==> src/rtl/multicyc_muldiv.sv <==
// Multi-cycle HI/LO execution unit: pipelined multiplier, radix-2 restoring divider,
// MTHI/MTLO moves, valid/ready handshakes with response backpressure and flush.
module multicyc_muldiv #(
    parameter int XLEN      = 32,
    parameter int MUL_LAT   = 2,
    parameter int DIV_EARLY = 1
) (
    input  logic              clk,
    input  logic              rst_n,
    input  logic              flush,
    input  logic              req_valid,
    output logic              req_ready,
    input  logic [3:0]        req_op,
    input  logic [XLEN-1:0]   req_reg0,
    input  logic [XLEN-1:0]   req_reg1,
    input  logic [2*XLEN-1:0] req_hilo,
    output logic              resp_valid,
    input  logic              resp_ready,
    output logic [2*XLEN-1:0] resp_hilo,
    output logic              busy
);
    localparam int CW = $clog2(XLEN + 1);
    localparam int W2 = 2 * XLEN;

    typedef enum logic [2:0] {S_IDLE, S_MUL, S_DIV, S_FIX, S_DONE} state_e;

    state_e             state_q, state_d;
    logic [3:0]         op_q, op_d;
    logic [W2-1:0]      hilo_q, hilo_d;
    logic               neg_q, neg_d;
    logic               rneg_q, rneg_d;
    logic [XLEN-1:0]    dvsr_q, dvsr_d;
    logic [XLEN-1:0]    rem_q, rem_d;
    logic [XLEN-1:0]    quo_q, quo_d;
    logic [CW-1:0]      cnt_q, cnt_d;
    logic [W2-1:0]      mul_pipe_q [MUL_LAT];
    logic [W2-1:0]      mul_pipe_d [MUL_LAT];
    logic [MUL_LAT-1:0] mul_vld_q, mul_vld_d;
    logic [W2-1:0]      resp_hilo_q, resp_hilo_d;

    logic               accept, is_mul, is_div, is_signed;
    logic [XLEN-1:0]    abs_a, abs_b;
    logic [CW-1:0]      n_iter;
    logic [XLEN:0]      rem_sh;
    logic [W2-1:0]      prod, mul_res;

    assign accept     = req_valid && (state_q == S_IDLE) && !flush;
    assign req_ready  = (state_q == S_IDLE) && !flush;
    assign resp_valid = (state_q == S_DONE);
    assign resp_hilo  = resp_hilo_q;
    assign busy       = (state_q != S_IDLE);

    always_comb begin
        is_mul    = (req_op <= 4'd7) && (req_op != 4'd2) && (req_op != 4'd3);
        is_div    = (req_op == 4'd2) || (req_op == 4'd3);
        is_signed = (req_op <= 4'd7) && !req_op[0];
        abs_a     = (is_signed && req_reg0[XLEN-1]) ? -req_reg0 : req_reg0;
        abs_b     = (is_signed && req_reg1[XLEN-1]) ? -req_reg1 : req_reg1;
        // Early termination: iterate only over the significant bits of |dividend|.
        n_iter = CW'(XLEN);
        if (DIV_EARLY != 0) begin
            n_iter = '0;
            for (int unsigned i = 0; i < XLEN; i++) begin
                if (abs_a[i]) n_iter = CW'(i + 1);
            end
        end
    end

    always_comb begin
        state_d     = state_q;
        op_d        = op_q;
        hilo_d      = hilo_q;
        neg_d       = neg_q;
        rneg_d      = rneg_q;
        dvsr_d      = dvsr_q;
        rem_d       = rem_q;
        quo_d       = quo_q;
        cnt_d       = cnt_q;
        resp_hilo_d = resp_hilo_q;
        mul_vld_d[0]  = 1'b0;
        mul_pipe_d[0] = mul_pipe_q[0];
        for (int unsigned i = 1; i < MUL_LAT; i++) begin
            mul_vld_d[i]  = mul_vld_q[i-1];
            mul_pipe_d[i] = mul_pipe_q[i-1];
        end

        rem_sh = {rem_q, quo_q[XLEN-1]};
        prod   = neg_q ? -mul_pipe_q[MUL_LAT-1] : mul_pipe_q[MUL_LAT-1];
        case (op_q)
            4'd4, 4'd5: mul_res = hilo_q + prod;
            4'd6, 4'd7: mul_res = hilo_q - prod;
            default:    mul_res = prod;
        endcase

        unique case (state_q)
            S_IDLE: begin
                if (accept) begin
                    op_d   = req_op;
                    hilo_d = req_hilo;
                    neg_d  = is_signed && (req_reg0[XLEN-1] ^ req_reg1[XLEN-1]);
                    rneg_d = is_signed && req_reg0[XLEN-1];
                    dvsr_d = abs_b;
                    if (is_mul) begin
                        mul_vld_d[0]  = 1'b1;
                        mul_pipe_d[0] = W2'(abs_a) * W2'(abs_b);
                        state_d       = S_MUL;
                    end else if (is_div && (req_reg1 != '0)) begin
                        // Pre-align the dividend so the skipped leading zeros never enter the remainder.
                        rem_d   = '0;
                        quo_d   = abs_a << (CW'(XLEN) - n_iter);
                        cnt_d   = n_iter;
                        state_d = (n_iter == '0) ? S_FIX : S_DIV;
                    end else begin
                        state_d = S_DONE;
                        case (req_op)
                            4'd2, 4'd3: resp_hilo_d = {req_reg0, {XLEN{1'b1}}};
                            4'd8:       resp_hilo_d = {req_reg0, req_hilo[XLEN-1:0]};
                            4'd9:       resp_hilo_d = {req_hilo[W2-1:XLEN], req_reg0};
                            default:    resp_hilo_d = req_hilo;
                        endcase
                    end
                end
            end
            S_MUL: begin
                if (mul_vld_q[MUL_LAT-1]) begin
                    resp_hilo_d = mul_res;
                    state_d     = S_DONE;
                end
            end
            S_DIV: begin
                if (rem_sh >= {1'b0, dvsr_q}) begin
                    rem_d = XLEN'(rem_sh - {1'b0, dvsr_q});
                    quo_d = {quo_q[XLEN-2:0], 1'b1};
                end else begin
                    rem_d = rem_sh[XLEN-1:0];
                    quo_d = {quo_q[XLEN-2:0], 1'b0};
                end
                cnt_d = cnt_q - CW'(1);
                if (cnt_q == CW'(1)) state_d = S_FIX;
            end
            S_FIX: begin
                resp_hilo_d = {(rneg_q ? -rem_q : rem_q), (neg_q ? -quo_q : quo_q)};
                state_d     = S_DONE;
            end
            S_DONE: begin
                if (resp_ready) state_d = S_IDLE;
            end
            default: state_d = S_IDLE;
        endcase

        if (flush) begin
            state_d   = S_IDLE;
            mul_vld_d = '0;
        end
    end

    always_ff @(posedge clk) begin
        if (!rst_n) begin
            state_q     <= S_IDLE;
            op_q        <= '0;
            hilo_q      <= '0;
            neg_q       <= 1'b0;
            rneg_q      <= 1'b0;
            dvsr_q      <= '0;
            rem_q       <= '0;
            quo_q       <= '0;
            cnt_q       <= '0;
            mul_vld_q   <= '0;
            resp_hilo_q <= '0;
            for (int unsigned i = 0; i < MUL_LAT; i++) mul_pipe_q[i] <= '0;
        end else begin
            state_q     <= state_d;
            op_q        <= op_d;
            hilo_q      <= hilo_d;
            neg_q       <= neg_d;
            rneg_q      <= rneg_d;
            dvsr_q      <= dvsr_d;
            rem_q       <= rem_d;
            quo_q       <= quo_d;
            cnt_q       <= cnt_d;
            mul_vld_q   <= mul_vld_d;
            resp_hilo_q <= resp_hilo_d;
            for (int unsigned i = 0; i < MUL_LAT; i++) mul_pipe_q[i] <= mul_pipe_d[i];
        end
    end
endmodule

==> config.mk <==
export PLATFORM = sky130hd
export DESIGN_NAME = multicyc_muldiv
export DESIGN_NICKNAME = d
export VERILOG_FILES = /design/src/rtl/multicyc_muldiv.sv
export SDC_FILE = /design/constraint.sdc
export NUM_CORES = 2
export LEC_CHECK = 0
export BUFFER_PORTS_ARGS = -buffer_cell sky130_fd_sc_hd__buf_2
export CORE_MARGIN = 5
export CORE_UTILIZATION = 66
export DETAILED_ROUTE_END_ITERATION = 8
export HOLD_SLACK_MARGIN = 0.03
export MAX_ROUTING_LAYER = met4
export PLACE_DENSITY = 0.85
export SETUP_SLACK_MARGIN = 0.15
export SYNTH_ARGS = -nofsm -noshare
export SYNTH_HDL_FRONTEND = slang
export SYNTH_SLANG_ARGS = --single-unit
==> constraint.sdc <==
create_clock -name clk -period 15.1 [get_ports clk]
set_clock_uncertainty 0.1 [all_clocks]
set_input_delay 2.265 -clock clk [delete_from_list [all_inputs] [get_ports clk]]
set_output_delay 2.265 -clock clk [all_outputs]
set_load 0.01 [all_outputs]
==> flow_metrics.tcl <==
set metrics [dict create \
    io_buffer_count 203 \
    mappedNetlistArea_sq_um 61000 \
    vias_per_cell 6.88 \
    relSlewSlack 0.00696 \
    clkTransAtPathRegs_ns 0.06 \
    postCtsResizedCells 0 \
    status "finished with violations" \
    die_x_um 314 \
    ctsHoldBuffers 0 \
    synth.distinct_cells 99 \
    synth-compound-area-share 0.148 \
    synthXorXnorAreaFrac 0.0610 \
    area_growth_pct 6.98 \
    synthAdderAreaFrac 0.370 \
    synth_top_family_by_area "adder cells" \
    core-area_sq_um 91700 \
    h-tree-depth 2 \
    fin_tns_setup_ns 0 \
    synthMuxAreaShare 0.0263 \
    grt_max_degree 94 \
    grt-ovfl-total 0 \
    crit_fanout 15 \
    initial_utilization 0.665 \
    drt_iter0_markers 8866 \
    crit_type "in -> reg" \
    clockBufferDepth 3 \
    fmaxAchievable_mhz 75.2 \
    hp-class "reg -> reg" \
    drc 145 \
    syn-num-nets 9025 \
    cpMaxStageDelayCell "xor2_2" \
    fin_nets 8982 \
    period_needed_ns 13.30 \
    ys_ff_latch 368 \
    drtAntennaViolNets 0 \
    dieArea_sq_um 98600 \
    cap_violations 1 \
    wl_per_cell_um 30.3 \
    pin_count 204 \
    crit_path_start_kind "input port" \
    critical_path_required_ns 15.53 \
    cts.sinks 368 \
    routed_wl_mm 268 \
    track_usage 0.549 \
    hold_viol 0 \
    rows 111 \
    slew_viol_final 0 \
    drt-pass1-iter-count 9 \
    grt_pass1_wl_mm 389 \
    end_kind "flop" \
    worstMarginPinSlew_ns 1.48 \
    syn_inst 7624 \
    yosys_warnings 0 \
    slowest_delay_ns 0.99 \
    hpwl_mm 203 \
    grt_pass1_vias 61200 \
    synth_edf_count 0 \
    cts_buffers 45 \
    antenna_found_initial 26 \
    die_h_um 314 \
    cts_root_buf "clkbuf_16" \
    clk-insertion-delay-late_ns 0.65 \
    cp.arrival_ns 13.73 \
    cts_setup_buffers 0 \
    drive_gt1_frac 0.0795 \
    synthSimpleGateAreaFrac 0.178 \
    synth-main-ff-cell "dfxtp_1" \
    synth.avg_cell_area_sq_um 8.00 \
    cts_tree "built" \
    dr_total_vias 60800 \
    violations "DRC, capacitance limit" \
    async_reset_ff_frac 0 \
    finalSetupViolCount 0 \
    fin_crit_sh 0.881 \
    critPathMostFrequentCell "fa_1" \
    rsz0062_at_grt "no" \
    yosysSeqAreaShare 0.121 \
    gp_congestion 1.12 \
]
-- sequential cells by signal (all words and copies together), names as in the netlist --
register / count
mul_vld_q: 2
rneg_q: 1
mul_pipe_q: 128
op_q: 3
hilo_q: 64
neg_q: 1
state_q: 3
rem_q: 32
dvsr_q: 32
cnt_q: 6
resp_hilo: 64
quo_q: 32
-- per-stage QoR --
stage / utilization / setup slack, ns / instance area [sq um] / hold slack, ns / instances
finish: 0.712 / 1.80 / 65200 / 0.347 / 8832
detailed placement: 0.694 / 1.55 / 63600 / 0.339 / 8720
global placement: 0.694 / 1.67 / 63600 / 0.334 / 8720
floorplan: - / 2.90 / 61000 / 0.294 / 7624
CTS: 0.711 / 2.10 / 65100 / 0.347 / 8798
global route: 0.712 / 1.39 / 65200 / 0.367 / 8828
-- cell usage after synthesis, types with 12 or more instances --
library cell / instances / area, sq um
nand2_1: 1265 / 4750
a21o_1: 95 / 713
nor2b_1: 26 / 163
and3_1: 36 / 225
mux4_2: 17 / 383
o21a_1: 32 / 240
a21oi_1: 422 / 2110
or2_2: 20 / 125
xor2_1: 170 / 1490
or3_1: 52 / 325
o21ai_0: 290 / 1450
a211oi_1: 81 / 608
nand3_1: 83 / 415
buf_1: 38 / 143
dfxtp_1: 368 / 7370
o21bai_1: 27 / 203
nor3_1: 89 / 445
nand3b_1: 13 / 97.6
a311oi_1: 12 / 105
nand2b_1: 45 / 282
ha_1: 366 / 4580
xnor2_1: 241 / 2110
or4_1: 32 / 240
mux2i_1: 104 / 1040
o22ai_1: 35 / 219
a31oi_1: 83 / 519
nor3b_1: 16 / 120
a221oi_1: 30 / 263
a22o_1: 12 / 105
o31ai_1: 64 / 480
nor4_1: 28 / 175
fa_1: 898 / 18000
a22oi_1: 22 / 165
clkbuf_1: 406 / 1520
nor2_1: 578 / 2170
mux2_2: 16 / 180
o41ai_1: 22 / 193
o211ai_1: 35 / 263
inv_1: 1087 / 4080
and2_1: 126 / 788
nand4_1: 44 / 275
-- logic make-up (layout without fill, tap and decap cells) --
kind of cell    after synthesis  count (layout)
xor+xnor                    417             417
compound gates             1410            1410
buf+inv                    1547            1535
other cells                   0              34
fa+ha+maj                  1265            1265
mux                         137             137
simple gates               2480            2480
flops                       368             368
-- per-layer routing --
layer / track usage / share of wire / vias to the layer above / routed length, um
li1: - / - / 24600 / -
met2: 0.764 / 0.41 / 5321 / 109000
met5: - / 0 / - / 0
met1: 0.591 / 0.31 / 28700 / 83600
met3: 0.238 / 0.15 / 2175 / 41400
met4: 0.488 / 0.13 / 0 / 33900
-- worst max-delay path: cells and delay by family --
kind / cells / cell delay (ns)
AO/OA/AOI/OAI: 9 / 2.15
adder cells (fa/ha/maj): 10 / 4.70
buffers and inverters: 7 / 1.49
AND/OR/NAND/NOR: 7 / 1.98
XOR/XNOR: 2 / 1.14
-- layout make-up --
class	instances	area [sq um]
Timing Repair Buffer	368	2260
Tap cell	1186	1480
Fill cell	6866	26400
Multi-Input combinational cell	5709	48400
Clock buffer	61	1280
Antenna cell	34	85.1
Sequential cell	368	7370
Inverter	1089	4090
Clock inverter	17	236
-- cells in the final DEF (no fill, tap or decap), types with 34 or more instances in the layout --
master,count
a211oi_1,81
a21o_1,95
a21oi_1,420
a31oi_1,83
and2_1,126
and3_1,35
buf_2,202
buf_4,166
clkbuf_16,47
dfxtp_1,366
diode_2,34
fa_1,898
ha_1,366
inv_1,1087
mux2i_1,103
nand2_1,1263
nand2b_1,44
nand3_1,83
nand4_1,44
nor2_1,576
nor3_1,88
o211ai_1,35
o21ai_0,289
o22ai_1,35
o31ai_1,63
or3_1,52
xnor2_1,204
xor2_1,145
-- final timing paths --
check                                    endpoint  depth (start not counted)  slack [ns]               from
worst min register to register  mul_pipe_q[0][22]                          2        0.35  mul_pipe_q[0][22]
worst min-delay path            mul_pipe_q[0][22]                          2        0.35  mul_pipe_q[0][22]
worst max-delay path            mul_pipe_q[0][62]                         35        1.80        req_reg0[0]
worst max register to register      resp_hilo[57]                         21        6.47  mul_pipe_q[0][66]
Power is not shown: default switching activity piles up to over one toggle a cycle in this logic, so the estimate is an artifact.
